$ cat config.mk
export PLATFORM = sky130hd
export DESIGN_NAME = aurora_tx_arb
export DESIGN_NICKNAME = d
export VERILOG_FILES = /design/src/rtl/aurora_pkg.sv /design/src/rtl/rr_pick.sv /design/src/rtl/aurora_tx_arb.sv
export SDC_FILE = /design/constraint.sdc
export NUM_CORES = 1
export LEC_CHECK = 0
export BUFFER_PORTS_ARGS = -buffer_cell sky130_fd_sc_hd__buf_4
export CAP_MARGIN = 20
export CORE_AREA = 3 3 132 134
export CTS_BUF_LIST = sky130_fd_sc_hd__clkbuf_2 sky130_fd_sc_hd__clkbuf_4 sky130_fd_sc_hd__clkbuf_8
export DETAILED_ROUTE_END_ITERATION = 16
export DIE_AREA = 0 0 135 137
export GPL_TIMING_DRIVEN = 0
export PLACE_DENSITY = 0.55
export SLEW_MARGIN = 20
export SYNTH_ARGS = -nofsm -noshare
export SYNTH_HDL_FRONTEND = slang
export SYNTH_SLANG_ARGS = --single-unit
$ cat constraint.sdc
create_clock -name clk -period 3.55 [get_ports clk]
set_input_delay 0.71 -clock clk [delete_from_list [all_inputs] [get_ports clk]]
set_output_delay 0.71 -clock clk [all_outputs]
set_load 0.05 [all_outputs]
$ cat src/rtl/aurora_pkg.sv
// Shared definitions for the Aurora TX-side blocks.
// Contents:
//   AURORA_DATA_W : Aurora 64B/66B lane width in bits
//   arb_state_t   : TX arbiter state encoding (idle / send / drop)
//   idx_w()       : width of an index into n items (minimum 1 bit)
package aurora_pkg;

  localparam int unsigned AURORA_DATA_W = 64;

  typedef enum logic [1:0] {
    StIdle = 2'd0,
    StSend = 2'd1,
    StDrop = 2'd2
  } arb_state_t;

  function automatic int unsigned idx_w(input int unsigned n);
    return (n > 1) ? $clog2(n) : 1;
  endfunction

endpackage

$ cat src/rtl/rr_pick.sv
// Combinational round-robin picker.
// Picks the lowest requester index at or above ptr, wrapping modulo N.
// Ports:
//   req     in  N : request vector
//   ptr     in  W : round-robin start index (must be < N)
//   gnt_idx out W : winning index (0 when no request)
//   any     out 1 : at least one request is set
module rr_pick
  import aurora_pkg::*;
#(
  parameter int unsigned N = 4,
  localparam int unsigned W = idx_w(N)
) (
  input  logic [N-1:0] req,
  input  logic [W-1:0] ptr,
  output logic [W-1:0] gnt_idx,
  output logic         any
);

  int         idx;
  logic [W-1:0] sel;

  always_comb begin
    gnt_idx = '0;
    any     = |req;
    idx     = 0;
    sel     = '0;
    // Scan from the farthest offset down so the nearest one to ptr wins last.
    for (int i = int'(N) - 1; i >= 0; i--) begin
      idx = int'(ptr) + i;
      if (idx >= int'(N)) idx = idx - int'(N);
      sel = W'(idx);
      if (req[sel]) gnt_idx = sel;
    end
  end

endmodule

$ cat src/rtl/aurora_tx_arb.sv
// Packet-granular round-robin arbiter in front of the Aurora 64B/66B TX
// AXI4-Stream port. A grant is held for a whole packet; traffic is gated on
// channel_up and a packet cut off by link loss or the length cap is flushed.
// Optional build macro: AURORA_TX_ARB_PRIO0_EN gives requester 0 strict
// priority at arbitration time (grants stay non-preemptive).
// Ports:
//   clk, rst_n   : Aurora user_clk, async active-low reset
//   channel_up   : link status
//   req_valid/req_ready/req_data/req_last : NUM_REQ requester streams
//   tx_tdata/tx_tvalid/tx_tready          : to/from Aurora s_axi_tx_*
//   grant_id     : current or last granted requester
//   busy         : high in SEND or DROP
//   trunc_err    : one-cycle pulse on a forced release
module aurora_tx_arb
  import aurora_pkg::*;
#(
  parameter int unsigned NUM_REQ   = 4,
  parameter int unsigned DATA_W    = AURORA_DATA_W,
  parameter int unsigned MAX_BEATS = 256
) (
  input  logic                      clk,
  input  logic                      rst_n,
  input  logic                      channel_up,
  input  logic [NUM_REQ-1:0]        req_valid,
  output logic [NUM_REQ-1:0]        req_ready,
  input  logic [NUM_REQ*DATA_W-1:0] req_data,
  input  logic [NUM_REQ-1:0]        req_last,
  output logic [DATA_W-1:0]         tx_tdata,
  output logic                      tx_tvalid,
  input  logic                      tx_tready,
  output logic [idx_w(NUM_REQ)-1:0] grant_id,
  output logic                      busy,
  output logic                      trunc_err
);

  localparam int unsigned GW = idx_w(NUM_REQ);
  localparam int unsigned CW = $clog2(MAX_BEATS + 1);
  localparam logic [CW-1:0] CntCapLast = CW'(MAX_BEATS - 1);
  localparam logic [CW-1:0] CntFull    = CW'(MAX_BEATS);
  localparam logic [GW-1:0] LastIdx    = GW'(NUM_REQ - 1);

  arb_state_t    state_q, state_d;
  logic [GW-1:0] rr_ptr_q, rr_ptr_d;
  logic [GW-1:0] grant_q, grant_d;
  logic [CW-1:0] beat_cnt_q, beat_cnt_d;

  logic [GW-1:0]     pick_idx;
  logic              pick_any;
  logic [GW-1:0]     win_idx;
  logic [GW-1:0]     next_ptr;
  logic [GW-1:0]     adv_ptr;
  logic              g_valid;
  logic              g_last;
  logic [DATA_W-1:0] g_data;

  rr_pick #(
    .N(NUM_REQ)
  ) u_rr_pick (
    .req    (req_valid),
    .ptr    (rr_ptr_q),
    .gnt_idx(pick_idx),
    .any    (pick_any)
  );

  assign g_valid  = req_valid[grant_q];
  assign g_last   = req_last[grant_q];
  assign g_data   = req_data[int'(grant_q)*DATA_W +: DATA_W];
  assign next_ptr = (grant_q == LastIdx) ? '0 : grant_q + 1'b1;

`ifdef AURORA_TX_ARB_PRIO0_EN
  // Requester 0 bypasses the rotation and never moves the pointer.
  assign win_idx = req_valid[0] ? '0 : pick_idx;
  assign adv_ptr = (grant_q == '0) ? rr_ptr_q : next_ptr;
`else
  assign win_idx = pick_idx;
  assign adv_ptr = next_ptr;
`endif

  always_comb begin
    state_d    = state_q;
    rr_ptr_d   = rr_ptr_q;
    grant_d    = grant_q;
    beat_cnt_d = beat_cnt_q;
    req_ready  = '0;
    tx_tvalid  = 1'b0;
    tx_tdata   = '0;
    trunc_err  = 1'b0;

    unique case (state_q)
      StIdle: begin
        if (channel_up && pick_any) begin
          grant_d    = win_idx;
          beat_cnt_d = '0;
          state_d    = StSend;
        end
      end

      StSend: begin
        tx_tdata = g_data;
        if (!channel_up) begin
          // Hold the requester off this cycle; DROP consumes the rest.
          trunc_err = 1'b1;
          state_d   = StDrop;
        end else begin
          tx_tvalid          = g_valid;
          req_ready[grant_q] = tx_tready;
          if (g_valid && tx_tready) begin
            if (beat_cnt_q != CntFull) beat_cnt_d = beat_cnt_q + 1'b1;
            if (g_last) begin
              rr_ptr_d = adv_ptr;
              state_d  = StIdle;
            end else if (beat_cnt_q == CntCapLast) begin
              trunc_err = 1'b1;
              rr_ptr_d  = adv_ptr;
              state_d   = StDrop;
            end
          end
        end
      end

      StDrop: begin
        req_ready[grant_q] = 1'b1;
        if (g_valid && g_last) state_d = StIdle;
      end

      default: state_d = StIdle;
    endcase
  end

  always_ff @(posedge clk or negedge rst_n) begin
    if (!rst_n) begin
      state_q    <= StIdle;
      rr_ptr_q   <= '0;
      grant_q    <= '0;
      beat_cnt_q <= '0;
    end else begin
      state_q    <= state_d;
      rr_ptr_q   <= rr_ptr_d;
      grant_q    <= grant_d;
      beat_cnt_q <= beat_cnt_d;
    end
  end

  assign grant_id = grant_q;
  assign busy     = (state_q != StIdle);

endmodule

; After elaboration in Yosys (flattened, before gate mapping)
; Index checks and enable logic that the tools add are counted.
; W data, S select, Z words.
[word_totals]
elab_cells = 97
regBits = 15
input_bits = 268
mem_bits_rw = 0
n_memories = 0
latch_bits = 0
romBits = 0
[classes]
muxes = 47
n_div = 0
mul = 0
n_reduce_logical = 13
bitwise = 1
eq_ne = 12
n_shift = 1
magnitude_cmp = 10
add_sub_neg = 9
[ops]
columns = op, count
row1 = $shiftx A256 B9 Y64, 1
row2 = $mux W64, 1
row3 = $mux W9, 4
row4 = $mux W2, 17
row5 = $pmux W9 S2, 1
row6 = $lt A2 B3 Y1 const B, 5
row7 = $mux W1, 14
row8 = $bmux W1 S2, 6
row9 = $ne A2 B2 Y1 const B, 5
row10 = $add A9 B1 Y9 const B, 1
row11 = $eq A9 B8 Y1 const B, 1
row12 = $ge A3 B3 Y1 const B, 3
row13 = $ne A9 B9 Y1 const B, 1
row14 = $pmux W4 S2, 1
row15 = $reduce_and A4 Y1, 2
row16 = $sub A2 B1 Y2 const B, 4
row17 = $add A2 B2 Y3 const B, 2
row18 = $pmux W2 S3, 1
row19 = $reduce_bool A2 Y1, 3
row20 = $reduce_and A5 Y1, 1
row21 = $and A4 B4 Y4, 1
row22 = $eq A2 B2 Y1 const B, 2
row23 = $logic_and A1 B1 Y1, 4
row24 = $mux W4, 1
row25 = 11 further kinds, 11

; Depth between registers and ports, before layout
; Gate-level depths: netlist (run 1).
[logic_depth]
depth_word = 9
ltp_mapped = 9

; Hierarchy
; From an unflattened synthesis (run 1), not the netlist that was laid out.
[unflattened]
hier_cells = 289
hier_area_um2 = 3234.4
[modules_own_cells]
columns = mod, cells_each, area_per_inst_um2, n_inst
row1 = aurora_tx_arb, 276, 3156.8, 1
row2 = rr_pick, 13, 77.6, 1

; Least setup slack after synthesis (run 1)
; No wires, ideal clock.
[synth_timing]
path_kind = register to output
start = register grant_q[0] (netlist: grant_id[0])
end = output trunc_err
t_arrival_ns = 2.436
path_stages_with_launch = 7
setup_slack_ns = 0.404
path_cell_list = dfrtp_1 buf_2 mux2_1 mux2_2 nor2_1 nand2_1 a21boi_1
[synth_via]
elab_chain_cells = 6
[synth_lines]
columns = item, line_no
row1 = start: declaration, aurora_tx_arb.sv:44  ; logic [GW-1:0] grant_q, grant_d;
row2 = start signal: assignment, aurora_tx_arb.sv:139  ; grant_q <= grant_d;
row3 = $bmux W1 S2 (on tied branches), "aurora_tx_arb.sv:66, aurora_tx_arb.sv:65"
row4 = $mux W1 (on tied branches), "aurora_tx_arb.sv:66, aurora_tx_arb.sv:65"
row5 = $mux W1 / $logic_and A1 B1 Y1 (equally long branches), "aurora_tx_arb.sv:109, aurora_tx_arb.sv:107"
row6 = $mux W1 *, aurora_tx_arb.sv:107  ; if (g_valid && tx_tready) begin
row7 = $mux W1 *, aurora_tx_arb.sv:100  ; if (!channel_up) begin
row8 = $mux W1 *, aurora_tx_arb.sv:89  ; unique case (state_q)
row9 = end: declaration, aurora_tx_arb.sv:33  ; output logic trunc_err
; Every way passes the cells marked *; elsewhere a longest branch is shown, timed or not. The select of a mux whose other input is x is not followed.

; Worst setup path in the final report (run 1)
[layout_timing]
start = register grant_q[1] (netlist: grant_id[1])
end = output tx_tdata[61]
[layout_via]
elab_chain_cells = 2
[layout_lines]
columns = item, line_no
row1 = $shiftx A256 B9 Y64, aurora_tx_arb.sv:67  ; assign g_data = req_data[int'(grant_q)*DATA_W +: DATA_W];
row2 = $mux W64, aurora_tx_arb.sv:89
row3 = end: declaration, aurora_tx_arb.sv:28  ; output logic [DATA_W-1:0] tx_tdata,
; No other way between the ends.

==> results of run 1 <==
[flip-flops by register name, summed over array words and instances (netlist names)]
| name | count |
|---|---|
| beat_cnt_q | 9 |
| grant_id | 2 |
| rr_ptr_q | 2 |
| state_q | 2 |
[per-stage QoR]
stage                     power, mW  setup WS, ns
after detailed placement       4.10         0.619
after floorplan                2.92         0.404
after global routing           4.45         0.247
after CTS                      4.26         0.342
final                          4.21         0.400
after global placement         4.07         0.633
[per-layer routing]
metal / part of all wire, % / global-route usage (%) / vias up
li1: - / - / 1775
met1: 36 / 20.0 / 1930
met3: 8.7 / 5.00 / 28
met5: 0.15 / 0 / -
met2: 53 / 31.7 / 190
met4: 2.4 / 3.98 / 4
[logic make-up after synthesis]
kind of cell               share of synthesized area [%]
buffers and inverters                               5.22
adders and majority gates                           3.99
AOI/OAI and AO/OA                                   7.65
DFF                                                 12.0
and+or+nand+nor                                     20.3
xor gates and xnor gates                            1.12
muxes                                               49.8
[critical path: stages, from the launching register on]
cell and delay (ns):
dfrtp_1 0.52, buf_2 0.33, buf_1 0.56, mux4_2 0.42, and2_1 0.18, buf_4 0.19
[final timing paths]
path / depth (start not counted) / slack (ns) / end / start
max reg2reg: 9 / 1.32 / state_q[1] / beat_cnt_q[1]
max: 5 / 0.40 / tx_tdata[61] / grant_id[1]
min reg2reg: 1 / 0.55 / rr_ptr_q[0] / rr_ptr_q[0]
max in group asynchronous: 1 / 3.07 / state_q[0] / rst_n
min: 1 / 0.31 / beat_cnt_q[0] / rst_n
min in group clk: 1 / 0.55 / rr_ptr_q[0] / rr_ptr_q[0]
[final cells by class]
| cell class | instances | area share (%) |
|---|---|---|
| Inverter | 13 | 0.812 |
| Timing Repair Buffer | 339 | 42.4 |
| Multi-Input combinational cell | 229 | 43.3 |
| Sequential cell | 15 | 6.25 |
| Tap cell | 220 | 4.58 |
| Buffer | 24 | 1.92 |
| Clock buffer | 4 | 0.812 |
[power breakdown]
group          switching, mW  total (mW)  internal [mW]
clock                 0.0582       0.145         0.0870
sequential            0.0508       0.261          0.211
combinational           2.28        3.81           1.53
total                   2.39        4.21           1.83
[cells in the mapped netlist (all sizes together), types with 4 or more instances]
cell,number
mux2,7
xnor2,4
clkbuf,8
dfrtp,15
o21ai,6
nand2,11
mux4,65
and2,68
ha,10
a21oi,12
nor2,9
buf,16
inv,13
==> impl_metrics.json, run 1 <==
{
  "fillers": 1683,
  "setup_viol": 0,
  "powerDensity_nw_per_um2": 701,
  "crit_path_end_kind": "output port",
  "cts_tree": "yes",
  "die-width_microns": 135,
  "dpl-instance-area_sq_um": 5960,
  "grt_usage_pct": 17.3,
  "coreArea_sq_um": 16400,
  "yosysWarnings": 0,
  "hold_class": "in2async",
  "synth_cell_types": 43,
  "grt_pass1_vias": 4105,
  "via_per_inst": 4.65,
  "synth-async-reset-ratio_pct": 100,
  "fin_skew_ns": 0.00140,
  "cts_inserted_buffers": 3,
  "clk_latency_ns": 0.24,
  "yosys_most_used_dff": "dfrtp_1",
  "die_area_sq_um": 18500,
  "final_common_cell": "buf_4",
  "multi_input_area_sq_um": 2600,
  "drc": 0,
  "finalMaxSlewViolations": 0,
  "max_freq_mhz": 317,
  "ioPinCount": 341,
  "num_antenna_cells": 0,
  "drtPass1Iterations": 4,
  "period_needed_ns": 3.15,
  "totalWireLength_mm": 18.0,
  "wl_per_cell_microns": 21.4,
  "worstSetupPathType": "reg2out",
  "yosysTopAreaCell": "mux4_2",
  "worst_pin_slew_ns": 0.674,
  "worst_ep_required_time_ns": 2.84,
  "cp_max_fo": 10,
  "nets": 903,
  "hold_viol": 0,
  "grt_first_pass_wirelength_mm": 24.5,
  "start_util_pct": 19.1,
  "syn_avg_cell_area_sq_um": 11.2,
  "synthCells": 281,
  "finalCritPeriodShare_pct": 88.7,
  "synth_edf_count": 0,
  "dp_hpwl_mm": 15.8,
  "rows": 47,
  "numPortBuffers": 339,
  "num_vias": 3927,
  "setup-tns-final_ns": 0,
  "grt_antenna_before_repair": 2,
  "gp_congestion": 0.863,
  "rsz0062_at_grt": "no",
  "ant_nets": 0,
  "post_cts_resized": 0,
  "final_area_sq_um": 6010,
  "seq_area_frac_synth_pct": 12.0,
  "synth_area_leaders": "mux4_2 (47%), and2_1 (14%), dfrtp_1 (12%)",
  "status": "finished clean",
  "clk_pin_slew_ns": 0.06,
  "timing.critical_path.arrival_ns": 2.44,
  "drive_above_1_share_pct": 68.1,
  "syn-num-nets": 559,
  "h-tree-depth": 1,
  "timing.hold.ws_ns": 0.309,
  "dr.first_iter.drc_count": 92,
  "ir_worst_vdd_uv": 298,
  "clock_path_buffers": 2,
  "p_leak_nw": 2.81,
  "relSlewSlack_pct": 55.0,
  "netlist_area_sq_um": 3140,
  "area_delta_synth_final_pct": 91.4,
  "postLayoutCoreUtil_pct": 36.6,
  "synth_top_area_share_pct": 46.6,
  "maxCapViolCount": 0,
  "cts_root_buf": "clkbuf_8",
  "clock_sinks": 15,
  "regArea_sq_um": 375,
  "die-height_microns": 137,
  "overflow": 0,
  "finalNonFillerCells": 844,
  "final_cell_mix": "buf_4 (344), and2_1 (68), mux4_2 (65), dfrtp_1 (15), inv_1 (12)",
  "dp.cells": 840,
  "cts_hold_buf": 0,
  "cts_setup_buffers": 0,
  "grt_max_degree": 16,
  "start_kind": "flip-flop",
  "yosys_register_bits": 15
}
Power figures use the tool's default switching activity.
==> inputs of run 2 (changes only) <==
--- a/config.mk
+++ b/config.mk
@@ -11,7 +11,6 @@
 export CTS_BUF_LIST = sky130_fd_sc_hd__clkbuf_2 sky130_fd_sc_hd__clkbuf_4 sky130_fd_sc_hd__clkbuf_8
 export DETAILED_ROUTE_END_ITERATION = 16
 export DIE_AREA = 0 0 135 137
-export GPL_TIMING_DRIVEN = 0
 export PLACE_DENSITY = 0.55
 export SLEW_MARGIN = 20
 export SYNTH_ARGS = -nofsm -noshare
==> impl_metrics.json, run 2 (synthesized netlist as in run 1, its figures left out) <==
{
  "status": "finished clean",
  "overflow": 0,
  "ir_worst_vdd_uv": 262,
  "regArea_sq_um": 380,
  "powerDensity_nw_per_um2": 693,
  "grt_first_pass_wirelength_mm": 24.1,
  "endpoint": "trunc_err",
  "area_delta_synth_final_pct": 90.1,
  "clk_pin_slew_ns": 0.06,
  "die-height_microns": 137,
  "relSlewSlack_pct": 64.2,
  "setup_viol": 0,
  "die-width_microns": 135,
  "grt_max_degree": 43,
  "dp_hpwl_mm": 15.1,
  "crit_family": "multiplexers",
  "timing.critical_path.arrival_ns": 2.24,
  "start_kind": "flip-flop",
  "drtPass1Iterations": 4,
  "dr.first_iter.drc_count": 108,
  "wl_per_cell_microns": 21.0,
  "fin_skew_ns": 0.00340,
  "path_depth": 6,
  "final_cell_mix": "buf_4 (345), and2_1 (68), mux4_2 (65), dfrtp_1 (13), inv_1 (12)",
  "crit_path_end_kind": "output port",
  "regMostFlops": "beat_cnt_q",
  "rr_worst_depth": 9,
  "p_leak_nw": 2.78,
  "setup-tns-final_ns": 0,
  "cts_hold_buf": 0,
  "worst_pin_slew_ns": 0.536,
  "coreArea_sq_um": 16400,
  "rrSetupSlack_ns": 1.29,
  "num_vias": 3907,
  "hold_class": "in2async",
  "cp_cell_sequence": "mux2_1, mux2_2, nor2_1, nand2_1, a21boi_1, buf_4",
  "clock_path_buffers": 2,
  "ant_nets": 0,
  "start_util_pct": 19.1,
  "drive_above_1_share_pct": 70.0,
  "fillers": 1649,
  "grt_antenna_before_repair": 1,
  "drc": 0,
  "finalMaxSlewViolations": 0,
  "gp_congestion": 0.844,
  "worst_ep_required_time_ns": 2.84,
  "r2r_start": "beat_cnt_q[1]",
  "maxCapViolCount": 0,
  "multi_input_area_sq_um": 2600,
  "via_per_inst": 4.72,
  "slowest_delay_ns": 0.66,
  "cts_tree": "yes",
  "cts_inserted_buffers": 3,
  "nets": 886,
  "r2r_end": "state_q[1]",
  "numPortBuffers": 340,
  "grt_usage_pct": 16.9,
  "cts_setup_buffers": 0,
  "hold_viol": 0,
  "ioPinCount": 341,
  "post_cts_resized": 0,
  "totalWireLength_mm": 17.4,
  "largest_reg_flops": 9,
  "crit_start": "grant_id[0]",
  "worstSetupPathType": "reg2out",
  "cts_root_buf": "clkbuf_8",
  "rows": 47,
  "cp_max_fo": 20,
  "postLayoutSetupSlackWorst_ns": 0.605,
  "pre_cts_ws_ns": 0.783,
  "die_area_sq_um": 18500,
  "h-tree-depth": 1,
  "finalCritPeriodShare_pct": 83.0,
  "clock_sinks": 15,
  "max_freq_mhz": 340,
  "slowest_stage": "dfrtp_4",
  "cp_num_buf_inv": 1,
  "rsz0062_at_grt": "no",
  "period_needed_ns": 2.95,
  "final_common_cell": "buf_4",
  "clk_latency_ns": 0.25,
  "grt_pass1_vias": 4079
}
run 2: changes by cell type in the layout (fill, tap and decap cells not counted), sizes merged:
cell    previous run  this run
clkbuf            12         4
diode              0         1
buf              355       346
run 2: layer usage:
metal  vias to the layer above  GRT usage [%]  wire length [microns]
met2                       183           29.8                   9080
met3                        22           4.30                   1430
met4                         0           4.59                    468
met1                      1958           20.5                   6430
li1                       1744              -                      -
met5                         -              0                      0
run 2: worst min path at each step:
| stage | cells after the start | end |
|---|---|---|
| after CTS | 1 | beat_cnt_q[6] |
| final | 1 | beat_cnt_q[6] |
| after global routing | 1 | beat_cnt_q[6] |
| after global placement | 1 | rr_ptr_q[0] |
| after floorplan | 0 | beat_cnt_q[0] |
| after detailed placement | 1 | rr_ptr_q[0] |
run 2: through the flow:
stage | cell area (sq um) | total power, mW | cells | util [%] | hold WS (ns)
floorplan | 3140 | 2.92 | 281 | - | 0.414
global placement | 5920 | 4.00 | 823 | 36.1 | 0.512
detailed placement | 5920 | 4.02 | 823 | 36.1 | 0.517
CTS | 5970 | 4.19 | 827 | 36.4 | 0.312
global route | 5970 | 4.37 | 828 | 36.4 | 0.312
finish | 5970 | 4.13 | 828 | 36.4 | 0.310
run 2: cell type report:
class	count	share of cell area [%]
Antenna cell	1	0.0419
Clock buffer	4	0.818
Inverter	13	0.818
Multi-Input combinational cell	229	43.6
Sequential cell	15	6.37
Tap cell	220	4.61
Timing Repair Buffer	346	43.7
run 2: report_power, final:
part | internal [mW] | switching (mW) | total, mW
combinational | 1.50 | 2.19 | 3.69
clock | 0.0870 | 0.0587 | 0.146
sequential | 0.215 | 0.0860 | 0.301
total | 1.80 | 2.33 | 4.13
